$ cat src/rtl/freq_meter_pkg.sv
// ----------------------------------------------------------------------------
// freq_meter_pkg
// Shared types and helpers for the auto-ranging frequency meter.
//   meter_state_t : measurement sequencer states
//   bcd_digit_t   : one packed BCD digit
//   gate_cycles() : gate length in clock cycles for a given range
//   range_width() : width of a range index (never less than 1 bit)
// ----------------------------------------------------------------------------
package freq_meter_pkg;

   typedef enum logic [1:0] {
      IDLE  = 2'd0,
      GATE  = 2'd1,
      LATCH = 2'd2,
      CLEAR = 2'd3
   } meter_state_t;

   typedef logic [3:0] bcd_digit_t;

   localparam bcd_digit_t BCD_NINE = 4'd9;

   // Range r gates for clk_hz / 10^r cycles. The loop runs a fixed number of
   // times so the function stays a plain constant function; a gate of zero
   // cycles is meaningless, so it is floored at one.
   function automatic int unsigned gate_cycles(input int unsigned clk_hz,
                                               input int unsigned r);
      int unsigned g;
      g = clk_hz;
      for (int i = 0; i < 10; i++) begin
         if (i < int'(r)) begin
            g = g / 10;
         end
      end
      return (g == 0) ? 1 : g;
   endfunction

   function automatic int unsigned range_width(input int unsigned n_ranges);
      return (n_ranges > 1) ? $clog2(n_ranges) : 1;
   endfunction

endpackage

$ cat src/rtl/auto_range_freq_meter_if.sv
// ----------------------------------------------------------------------------
// auto_range_freq_meter_if
// Control and result bus of the frequency meter.
//   auto_en    : 1 = auto-ranging, 0 = manual range from sel_range
//   sel_range  : manual range index
//   bcd_out    : latched BCD result, digit 0 in bits [3:0]
//   over       : latched overflow flag
//   range_idx  : range used for the latched result
//   meas_valid : one-cycle pulse when the result fields update
// master = the meter, slave = the consumer that drives the controls.
// ----------------------------------------------------------------------------
interface auto_range_freq_meter_if #(
   parameter int N_DIGITS = 8,
   parameter int N_RANGES = 3
);
   import freq_meter_pkg::*;

   localparam int RANGE_W = range_width(N_RANGES);

   logic                  auto_en;
   logic [RANGE_W-1:0]    sel_range;
   logic [4*N_DIGITS-1:0] bcd_out;
   logic                  over;
   logic [RANGE_W-1:0]    range_idx;
   logic                  meas_valid;

   modport master (
      input  auto_en, sel_range,
      output bcd_out, over, range_idx, meas_valid
   );

   modport slave (
      output auto_en, sel_range,
      input  bcd_out, over, range_idx, meas_valid
   );

endinterface

$ cat src/rtl/bcd_digit_cnt.sv
// ----------------------------------------------------------------------------
// bcd_digit_cnt
// One decade of the cascaded BCD event counter.
//   clk, rst_n : clock, asynchronous active-low reset
//   clear      : synchronous clear to 0
//   inc        : increment request (carry in from the lower decade)
//   hold       : freeze the digit (whole counter is saturated)
//   digit      : current digit value 0..9
//   carry      : carry out, combinational, so a carry ripples through all
//                decades within the same cycle
// ----------------------------------------------------------------------------
module bcd_digit_cnt
   import freq_meter_pkg::*;
(
   input  logic       clk,
   input  logic       rst_n,
   input  logic       clear,
   input  logic       inc,
   input  logic       hold,
   output bcd_digit_t digit,
   output logic       carry
);

   // Carry does not look at hold: the top carry is what tells the parent that
   // the counter is about to wrap, and the parent answers with hold.
   assign carry = inc && (digit == BCD_NINE);

   // Digit register: clear wins, otherwise count 0..9 and wrap unless held.
   always_ff @(posedge clk or negedge rst_n) begin
      if (!rst_n) begin
         digit <= '0;
      end else if (clear) begin
         digit <= '0;
      end else if (inc && !hold) begin
         digit <= (digit == BCD_NINE) ? 4'd0 : digit + 4'd1;
      end
   end

endmodule

$ cat src/rtl/auto_range_freq_meter.sv
// ----------------------------------------------------------------------------
// auto_range_freq_meter
// Counts rising edges of an asynchronous signal during a gate of
// CLK_HZ/10^r cycles and reports the count in BCD, stepping the range up on
// overflow and down when the top digit is unused (auto mode).
//   clk_50M    : system clock, rising edge
//   rst_n      : asynchronous active-low reset
//   ext_signal : measured signal, asynchronous to clk_50M
//   bus        : control inputs and latched results (master side)
// Sequence: IDLE -> CLEAR -> GATE (gate cycles) -> LATCH -> CLEAR -> ...
// The result registers load in LATCH, so they and meas_valid become visible
// during the following CLEAR cycle.
// ----------------------------------------------------------------------------
module auto_range_freq_meter
   import freq_meter_pkg::*;
#(
   parameter int CLK_HZ   = 50000000,
   parameter int N_DIGITS = 8,
   parameter int N_RANGES = 3
) (
   input  logic                     clk_50M,
   input  logic                     rst_n,
   input  logic                     ext_signal,
   auto_range_freq_meter_if.master  bus
);

   localparam int RANGE_W = range_width(N_RANGES);
   localparam int GATE_W  = $clog2(CLK_HZ + 1);
   localparam logic [RANGE_W-1:0] MAX_RANGE = RANGE_W'(N_RANGES - 1);

   meter_state_t          state;
   logic [GATE_W-1:0]     gate_cnt;
   logic [RANGE_W-1:0]    cur_range;
   logic [RANGE_W-1:0]    next_range;
   logic [RANGE_W-1:0]    sel_prev;
   logic                  overflow;
   logic                  manual_mode;
   logic                  abort_gate;

   logic                  sync_1;
   logic                  sync_2;
   logic                  sync_3;
   logic                  edge_det;
   logic                  count_edge;

   bcd_digit_t            digits [N_DIGITS];
   logic [N_DIGITS:0]     carry_chain;
   logic [4*N_DIGITS-1:0] count_flat;
   logic [GATE_W-1:0]     gate_load [N_RANGES];

   // Gate reload values (gate length minus one, the counter runs down to 0).
   for (genvar g = 0; g < N_RANGES; g++) begin : g_gate
      assign gate_load[g] = GATE_W'(gate_cycles(CLK_HZ, g) - 1);
   end

   // Two flops bring ext_signal into the clock domain; the third flop holds
   // the previous synchronised level so the rising-edge pulse is registered.
   always_ff @(posedge clk_50M or negedge rst_n) begin
      if (!rst_n) begin
         sync_1   <= 1'b0;
         sync_2   <= 1'b0;
         sync_3   <= 1'b0;
         edge_det <= 1'b0;
      end else begin
         sync_1   <= ext_signal;
         sync_2   <= sync_1;
         sync_3   <= sync_2;
         edge_det <= sync_2 & ~sync_3;
      end
   end

   // Edges outside GATE are simply lost rather than queued.
   assign count_edge     = edge_det && (state == GATE);
   assign carry_chain[0] = count_edge;

   // Cascaded decades. A carry out of the top decade means the counter is at
   // all nines and would wrap, so every decade is held instead.
   for (genvar d = 0; d < N_DIGITS; d++) begin : g_digit
      bcd_digit_cnt u_digit (
         .clk   (clk_50M),
         .rst_n (rst_n),
         .clear (state == CLEAR),
         .inc   (carry_chain[d]),
         .hold  (carry_chain[N_DIGITS]),
         .digit (digits[d]),
         .carry (carry_chain[d+1])
      );
      assign count_flat[4*d +: 4] = digits[d];
   end

   // Range for the next gate, consumed only in CLEAR. Overflow and the top
   // digit still describe the measurement just latched at that point.
   always_comb begin
      next_range = cur_range;
      if (!bus.auto_en) begin
         next_range = (bus.sel_range > MAX_RANGE) ? MAX_RANGE : bus.sel_range;
      end else if (overflow && (cur_range < MAX_RANGE)) begin
         next_range = cur_range + 1'b1;
      end else if (!overflow && (digits[N_DIGITS-1] == 4'd0) &&
                   (cur_range != '0)) begin
         next_range = cur_range - 1'b1;
      end
   end

   // A manual range change mid-gate makes the running count meaningless.
   // The mode is the one captured at the start of the gate, so toggling
   // auto_en alone never aborts.
   assign abort_gate = (state == GATE) && manual_mode &&
                       (bus.sel_range != sel_prev);

   // Sequencer with registered results. meas_valid defaults low every cycle
   // so it can only pulse for the single cycle after LATCH.
   always_ff @(posedge clk_50M or negedge rst_n) begin
      if (!rst_n) begin
         state          <= IDLE;
         gate_cnt       <= '0;
         cur_range      <= '0;
         sel_prev       <= '0;
         overflow       <= 1'b0;
         manual_mode    <= 1'b0;
         bus.bcd_out    <= '0;
         bus.over       <= 1'b0;
         bus.range_idx  <= '0;
         bus.meas_valid <= 1'b0;
      end else begin
         sel_prev       <= bus.sel_range;
         bus.meas_valid <= 1'b0;
         if (carry_chain[N_DIGITS]) begin
            overflow <= 1'b1;
         end
         case (state)
            IDLE: begin
               state <= CLEAR;
            end
            CLEAR: begin
               overflow    <= 1'b0;
               cur_range   <= next_range;
               manual_mode <= !bus.auto_en;
               gate_cnt    <= gate_load[next_range];
               state       <= GATE;
            end
            GATE: begin
               if (abort_gate) begin
                  state <= CLEAR;
               end else if (gate_cnt == '0) begin
                  state <= LATCH;
               end else begin
                  gate_cnt <= gate_cnt - 1'b1;
               end
            end
            LATCH: begin
               bus.bcd_out    <= count_flat;
               bus.over       <= overflow;
               bus.range_idx  <= cur_range;
               bus.meas_valid <= 1'b1;
               state          <= CLEAR;
            end
            default: begin
               state <= IDLE;
            end
         endcase
      end
   end

endmodule

$ cat src/flat_wrapper.sv
// flat-port wrapper written by rule: the top's interface ports become plain ports
module auto_range_freq_meter_flat import freq_meter_pkg::*;
#(
   parameter int CLK_HZ   = 50000000,
   parameter int N_DIGITS = 8,
   parameter int N_RANGES = 3
)
  (clk_50M, rst_n, ext_signal, bus_auto_en, bus_sel_range, bus_bcd_out, bus_over, bus_range_idx, bus_meas_valid);
  auto_range_freq_meter_if #(.N_DIGITS(N_DIGITS), .N_RANGES(N_RANGES)) bus_i ();
  input  logic clk_50M;
  input  logic rst_n;
  input  logic ext_signal;
  input wire logic [$bits(bus_i.auto_en)-1:0] bus_auto_en;
  input wire logic [$bits(bus_i.sel_range)-1:0] bus_sel_range;
  output wire logic [$bits(bus_i.bcd_out)-1:0] bus_bcd_out;
  output wire logic [$bits(bus_i.over)-1:0] bus_over;
  output wire logic [$bits(bus_i.range_idx)-1:0] bus_range_idx;
  output wire logic [$bits(bus_i.meas_valid)-1:0] bus_meas_valid;
  assign bus_i.auto_en = bus_auto_en;
  assign bus_i.sel_range = bus_sel_range;
  assign bus_bcd_out = bus_i.bcd_out;
  assign bus_over = bus_i.over;
  assign bus_range_idx = bus_i.range_idx;
  assign bus_meas_valid = bus_i.meas_valid;
  auto_range_freq_meter #(.CLK_HZ(CLK_HZ), .N_DIGITS(N_DIGITS), .N_RANGES(N_RANGES)) u_core (.clk_50M(clk_50M), .rst_n(rst_n), .ext_signal(ext_signal), .bus(bus_i));
endmodule
$ cat config.mk
export PLATFORM = sky130hd
export DESIGN_NAME = auto_range_freq_meter_flat
export DESIGN_NICKNAME = d
export VERILOG_FILES = /design/src/rtl/freq_meter_pkg.sv /design/src/rtl/auto_range_freq_meter_if.sv /design/src/rtl/bcd_digit_cnt.sv /design/src/rtl/auto_range_freq_meter.sv /design/src/flat_wrapper.sv
export SDC_FILE = /design/constraint.sdc
export NUM_CORES = 1
export LEC_CHECK = 0
export CORE_MARGIN = 10
export CORE_UTILIZATION = 50
export CTS_CLUSTER_SIZE = 30
export DETAILED_ROUTE_END_ITERATION = 16
export PLACE_DENSITY = 0.7
export SLEW_MARGIN = 20
export SYNTH_ARGS = -nofsm -noshare
export SYNTH_HDL_FRONTEND = slang
export SYNTH_SLANG_ARGS = --single-unit
$ cat constraint.sdc
create_clock -name clk_50M -period 4.4 [get_ports clk_50M]
set_input_delay 0.44 -clock clk_50M [delete_from_list [all_inputs] [get_ports clk_50M]]
set_output_delay 0.44 -clock clk_50M [all_outputs]
set_load 0.05 [all_outputs]
* After elaboration in Yosys (flattened, before gate mapping) *
Index checks and enable logic that the tools add are counted.

storage, ports and cells
  output and inout bits = 36
  word-level logic and storage cells = 135
  input bits = 6
  bits in registers = 106

operators by class
  eq/ne operators = 15
  reduce and logical (&&, ||, !) cells = 41
  magnitude comparators = 3
  muxes and demuxes = 40
  add/subtract/negate cells = 11
  bitwise operators = 3

operators by type and width
  cell                                                       number
  two-way mux 26 bit                                         4
  two-way mux 4 bit                                          24
  binary-select mux 26 bit (select 2 bit)                    1
  case mux 26 bit (2 select lines)                           1
  adder 4 x 1 -> 4 bit (second input constant)               8
  == test 4 bit (second input constant)                      8
  zero test 26 bit                                           1
  subtractor 26 x 1 -> 26 bit (second input constant)        1
  logical AND 1 bit                                          22
  nonzero test 2 bit                                         11
  two-way mux 2 bit                                          6
  case mux 2 bit (3 select lines)                            1
  == test 2 bit (second input constant)                      2
  zero test 4 bit                                            1
  != test 2 bit (second input constant)                      2
  greater-or-equal comparator 3 bit (second input constant)  1
  zero test 1 bit                                            3
  two-way mux 1 bit                                          3
  != test 3 x 2 -> 1 bit (second input constant)             1
  inverter 2 -> 3 bit                                        1
  AND reduction 3 bit                                        1
  adder 2 x 1 -> 2 bit (second input constant)               1
  == test 2 x 1 -> 1 bit (second input constant)             1
  > comparator 2 bit (second input constant)                 1
  other kinds (7)                                            7

* Longest topological paths before layout *
  depth in word-level cells = 14
  mapped depth = 10
  depth with buffers taken out = 10

* By module *
Synthesis repeated with hierarchy kept, for this count alone.

unflattened totals
  cell total of the unflattened synthesis = 541
  area, all modules = 5,651.7 um^2

modules (own cells, without submodules)
  module                 instances  cells an instance  sequential area each (um^2)  area an instance (um^2)
  auto_range_freq_meter  1          333                1,851.8                      3,659.8
  bcd_digit_cnt          8          26                 100.1                        249.0

* Worst setup path before layout *
Ideal clock, no wire load.

  path type = flip-flop to flip-flop
  start = register u_core.g_digit[7].u_digit.digit[0]
  end = register u_core.gate_cnt[17]
  data arrival time = 2.336 ns
  period minus slack after synthesis = 2.462 ns
  data required time = 4.274 ns
  setup time = 0.126 ns
  slack = 1.938 ns
  buffers on the path = 0
  stages on the path, launching flop included = 11
  cells stage by stage = dfrtp_1 -> inv_1 -> ha_1 -> or4b_1 -> nor3_1 -> or3_1 -> clkinv_1 -> ha_1 -> nor2_1 -> a41oi_1 -> o32a_1

on the way
  longest elaborated chain between the ends = 11

ends and longest elaborated chain
  element                                                line                          text
  start, declared                                        bcd_digit_cnt.sv:20           output bcd_digit_t digit,
  start signal, assigned                                 bcd_digit_cnt.sv:35           digit <= (digit == BCD_NINE) ? 4'd0 : digit + 4'd1;
  zero test 4 bit                                        auto_range_freq_meter.sv:99   end else if (!overflow && (digits[N_DIGITS-1] == 4'd0) &&
  logical AND 1 bit (2 in a row)                         auto_range_freq_meter.sv:99
  two-way mux 2 bit                                      auto_range_freq_meter.sv:99
  two-way mux 2 bit                                      auto_range_freq_meter.sv:97   end else if (overflow && (cur_range < MAX_RANGE)) begin
  two-way mux 2 bit                                      auto_range_freq_meter.sv:95   if (!bus.auto_en) begin
  inverter 2 -> 3 bit (implied by the code)              auto_range_freq_meter.sv:139  gate_cnt <= gate_load[next_range];
  binary-select mux 26 bit (select 2 bit)                auto_range_freq_meter.sv:139
  two-way mux 26 bit (implied by the code) (2 in a row)  auto_range_freq_meter.sv:139
  case mux 26 bit (2 select lines)                       auto_range_freq_meter.sv:131  case (state)
  end signal, assigned                                   auto_range_freq_meter.sv:139
  end signal, assigned                                   auto_range_freq_meter.sv:148  gate_cnt <= gate_cnt - 1'b1;
  end, declared                                          auto_range_freq_meter.sv:32   logic [GATE_W-1:0] gate_cnt;

Every way passes these cells. The select of a mux whose other input is x is not followed.
A chain may end at the register's enable or synchronous reset.

* Worst setup path after layout *
Same ends and word-level chain as after synthesis.

==> impl_metrics.json <==
{
  "status": "completed",
  "hp-class": "input pin to async pin",
  "powerDensity_mw_per_mm2": 443,
  "cts_inserted_buffers": 9,
  "maxCapViolCount": 0,
  "place_congestion": 0.882,
  "crit_family": "simple AND/OR/NAND/NOR gates",
  "yosysTopAreaCell": "dfrtp_1",
  "clk_latency_ns": 0.35,
  "antenna_left": 0,
  "rows": 38,
  "synth-compound-area-share_pct": 16.7,
  "cts_tree": "done",
  "clock_path_buffers": 2,
  "synthArstFlopShare_pct": 100,
  "worst-path-stages": 10,
  "power_frac_comb_pct": 29.4,
  "cts_setup_buffers": 0,
  "seqPwrFrac_pct": 44.5,
  "drive_gt1_share_pct": 10.3,
  "synthCells": 561,
  "worst-path-buf-inv": 2,
  "die-area_mm2": 0.0159,
  "switchingPower_w": 0.00101,
  "setup_viol_count_final": 0,
  "portBuffers": 41,
  "worstReg2RegEnd": "u_core.gate_cnt[17]$_DFFE_PN0P_",
  "synth_xor_xnor_area_share_pct": 0.622,
  "path_max_fanout": 9,
  "finalCriticalPeriod_ns": 2.89,
  "arrival_ns": 3.12,
  "cts_resized": 0,
  "layout_common_cells": "dfrtp_1 (106), clkdlybuf4s50_1 (40), nand2_1 (39), nor2_1 (39), o21ai_0 (36)",
  "postPlaceCellArea_mm2": 0.00611,
  "grtUsageTotal_pct": 15.7,
  "synth_cell_types": 66,
  "cts.sinks": 106,
  "nets": 619,
  "io_pins": 42,
  "antenna_cells": 0,
  "crit_path_end_kind": "register",
  "utilization_pct": 58.4,
  "grt_use_met2_pct": 24.9,
  "htreeDepth": 3,
  "required_ns": 4.63,
  "synthesis.nets": 590,
  "dr_total_vias": 4363,
  "syn_to_final_growth_pct": 13.5,
  "yosys_register_bits": 106,
  "worst_r2r_path_depth": 10,
  "final_common_cell": "dfrtp_1",
  "met3_usage_pct": 3.40,
  "fmax_mhz": 347,
  "hpwlAfterDp_um": 8490,
  "yosys.area_share.simple_pct": 19.9,
  "busiest_layer": "met2",
  "die_x_um": 126,
  "cp-start-kind": "register",
  "cts_root_buf": "clkbuf_16",
  "synthAdderAreaFrac_pct": 5.11,
  "rsz0062_at_grt": "false",
  "viasPerCell": 5.95,
  "slowest_stage": "or4b_1",
  "initial_utilization_pct": 51.5,
  "r2r-start": "u_core.g_digit[7].u_digit.digit[0]$_DFFE_PN0P_",
  "power.internal_w": 0.00182,
  "peakVddDrop_mv": 0.271,
  "grt_pass1_vias": 4358,
  "met1_usage_pct": 20.3,
  "ys_warn_count": 0,
  "cp_common_cell": "ha_1",
  "min_period_over_period_pct": 65.6,
  "synth-main-ff-cell": "dfrtp_1",
  "synth_top_area_share_pct": 47.1,
  "path_class": "register to register",
  "slew_viol_final": 0,
  "p_clk_share_pct": 26.1,
  "wl_um": 12300,
  "stdcell_count": 733,
  "fin_area_mm2": 0.00639,
  "slowest_delay_ns": 0.52,
  "placed_cells": 719,
  "r2r_slack_ns": 1.51,
  "synth_area_leaders": "dfrtp_1 (47%), ha_1 (5.1%), mux2_2 (5.0%)",
  "drt_iter0_markers": 466,
  "relSlewSlack_pct": 32.3,
  "worst_pin_slew_ns": 1.00,
  "synth_top_family_by_area": "simple AND/OR/NAND/NOR gates",
  "antenna_found_initial": 0,
  "core_area_mm2": 0.0109,
  "grt_max_degree": 82,
  "fin_setup_tns_ns": 0,
  "yosysSeqAreaShare_pct": 47.1,
  "p_total_w": 0.00283,
  "synth.avg_cell_area_um2": 10.0,
  "p_sw_share_pct": 35.8,
  "clk_pin_slew_ns": 0.07,
  "cp_cell_sequence": "inv_1 > ha_1 > or4b_1 > nor3_1 > or3_1 > clkinv_1 > ha_1 > nor2_1 > a41oi_1 > o32a_1",
  "wl_per_cell_um": 16.8,
  "grt_pass1_wl_um": 21300,
  "muxShareOfSynthArea_pct": 6.42,
  "holdBufCountCts": 0,
  "first_pass_iters": 5,
  "hold_violations": 0,
  "synth_area_mm2": 0.00563,
  "fill_cells": 934,
  "drc": 0,
  "p_leak_nw": 2.77,
  "dieHeight_um": 126,
  "grt_overflow": 0,
  "clock_skew_ns": 0.00724,
  "synth-edff-count": 0
}
-- registers in the layout, indices dropped and copies added, names as in the netlist --
signal,cells
u_core.state,2
u_core.sel_prev,2
u_core.cur_range,2
u_core.bus.over,1
u_core.edge_det,1
u_core.bus.bcd_out,32
u_core.sync_2,1
u_core.bus.range_idx,2
u_core.sync_3,1
u_core.sync_1,1
u_core.bus.meas_valid,1
u_core.gate_cnt,26
u_core.manual_mode,1
u_core.overflow,1
u_core.g_digit.u_digit.digit,32
-- logic make-up (layout without fill, tap and decap cells) --
group | Yosys count | in the layout
multiplexers | 33 | 33
XOR/XNOR | 4 | 4
buffers and inverters | 53 | 85
AND/OR/NAND/NOR | 199 | 199
flip-flops | 106 | 106
AO/OA/AOI/OAI | 143 | 143
adder cells (fa/ha/maj) | 23 | 23
-- layout make-up --
cell class / instances / area [um^2] / share of cell area, %
flip-flops and latches: 106 / 2650 / 41.5
well taps: 140 / 175 / 2.74
clock buffers: 10 / 239 / 3.74
inverters: 26 / 97.6 / 1.53
clock inverters: 4 / 30.0 / 0.470
repair buffers: 45 / 442 / 6.91
multi-input cells: 402 / 2750 / 43.1
-- worst max path at each step --
stage                                                              start                               to  slack [ns]
final                     u_core.g_digit[7].u_digit.digit[0]$_DFFE_PN0P_  u_core.gate_cnt[17]$_DFFE_PN0P_        1.51
after global routing      u_core.g_digit[7].u_digit.digit[0]$_DFFE_PN0P_  u_core.gate_cnt[17]$_DFFE_PN0P_        1.26
after CTS                 u_core.g_digit[7].u_digit.digit[0]$_DFFE_PN0P_  u_core.gate_cnt[17]$_DFFE_PN0P_        1.55
after detailed placement  u_core.g_digit[7].u_digit.digit[0]$_DFFE_PN0P_  u_core.gate_cnt[17]$_DFFE_PN0P_        1.58
after global placement    u_core.g_digit[7].u_digit.digit[0]$_DFFE_PN0P_  u_core.gate_cnt[17]$_DFFE_PN0P_        1.69
after floorplan           u_core.g_digit[7].u_digit.digit[0]$_DFFE_PN0P_  u_core.gate_cnt[17]$_DFFE_PN0P_        1.94
-- per-stage QoR --
step                      hold slack, ns  setup slack, ns
final                              0.135             1.51
after global routing               0.180             1.26
after CTS                          0.298             1.55
after detailed placement           0.342             1.58
after global placement             0.336             1.69
after floorplan                    0.144             1.94
-- power by group through the flow --
stage	Clock (W)	Sequential, W	Combinational, W
floorplan	0	0.00122	0.000678
CTS	0.000758	0.00125	0.000825
global route	0.000796	0.00128	0.000934
finish	0.000738	0.00126	0.000831
detailed placement	0	0.00127	0.000822
global placement	0	0.00127	0.000808
-- metal layers --
layer / share of wire [%] / up-vias / wire [um]
met5: 0 / - / 0
met4: 1.8 / 0 / 216
met3: 4.4 / 19 / 545
met2: 48 / 109 / 5860
met1: 46 / 2104 / 5660
li1: - / 2131 / -
-- cell usage after synthesis, types with 3 or more instances --
library cell / number
inv_1: 25
nand2b_1: 7
a41oi_1: 3
o21ai_0: 36
or4_1: 8
and3b_1: 8
a31oi_1: 15
or3_1: 7
nor4_1: 10
o32a_1: 3
dfrtp_1: 106
and3_1: 4
clkbuf_1: 20
nand3_1: 17
ha_1: 23
nor3_1: 21
o31ai_1: 16
mux2_2: 25
o22a_1: 3
nand4_1: 3
mux2i_1: 8
nor2_1: 39
o311ai_0: 4
o21a_1: 3
nor2b_1: 3
nand2_1: 39
and2_1: 7
a22oi_1: 5
o211ai_1: 5
buf_6: 3
xor2_1: 4
nand3b_1: 8
a21oi_1: 30
Power figures use the tool's default switching activity.
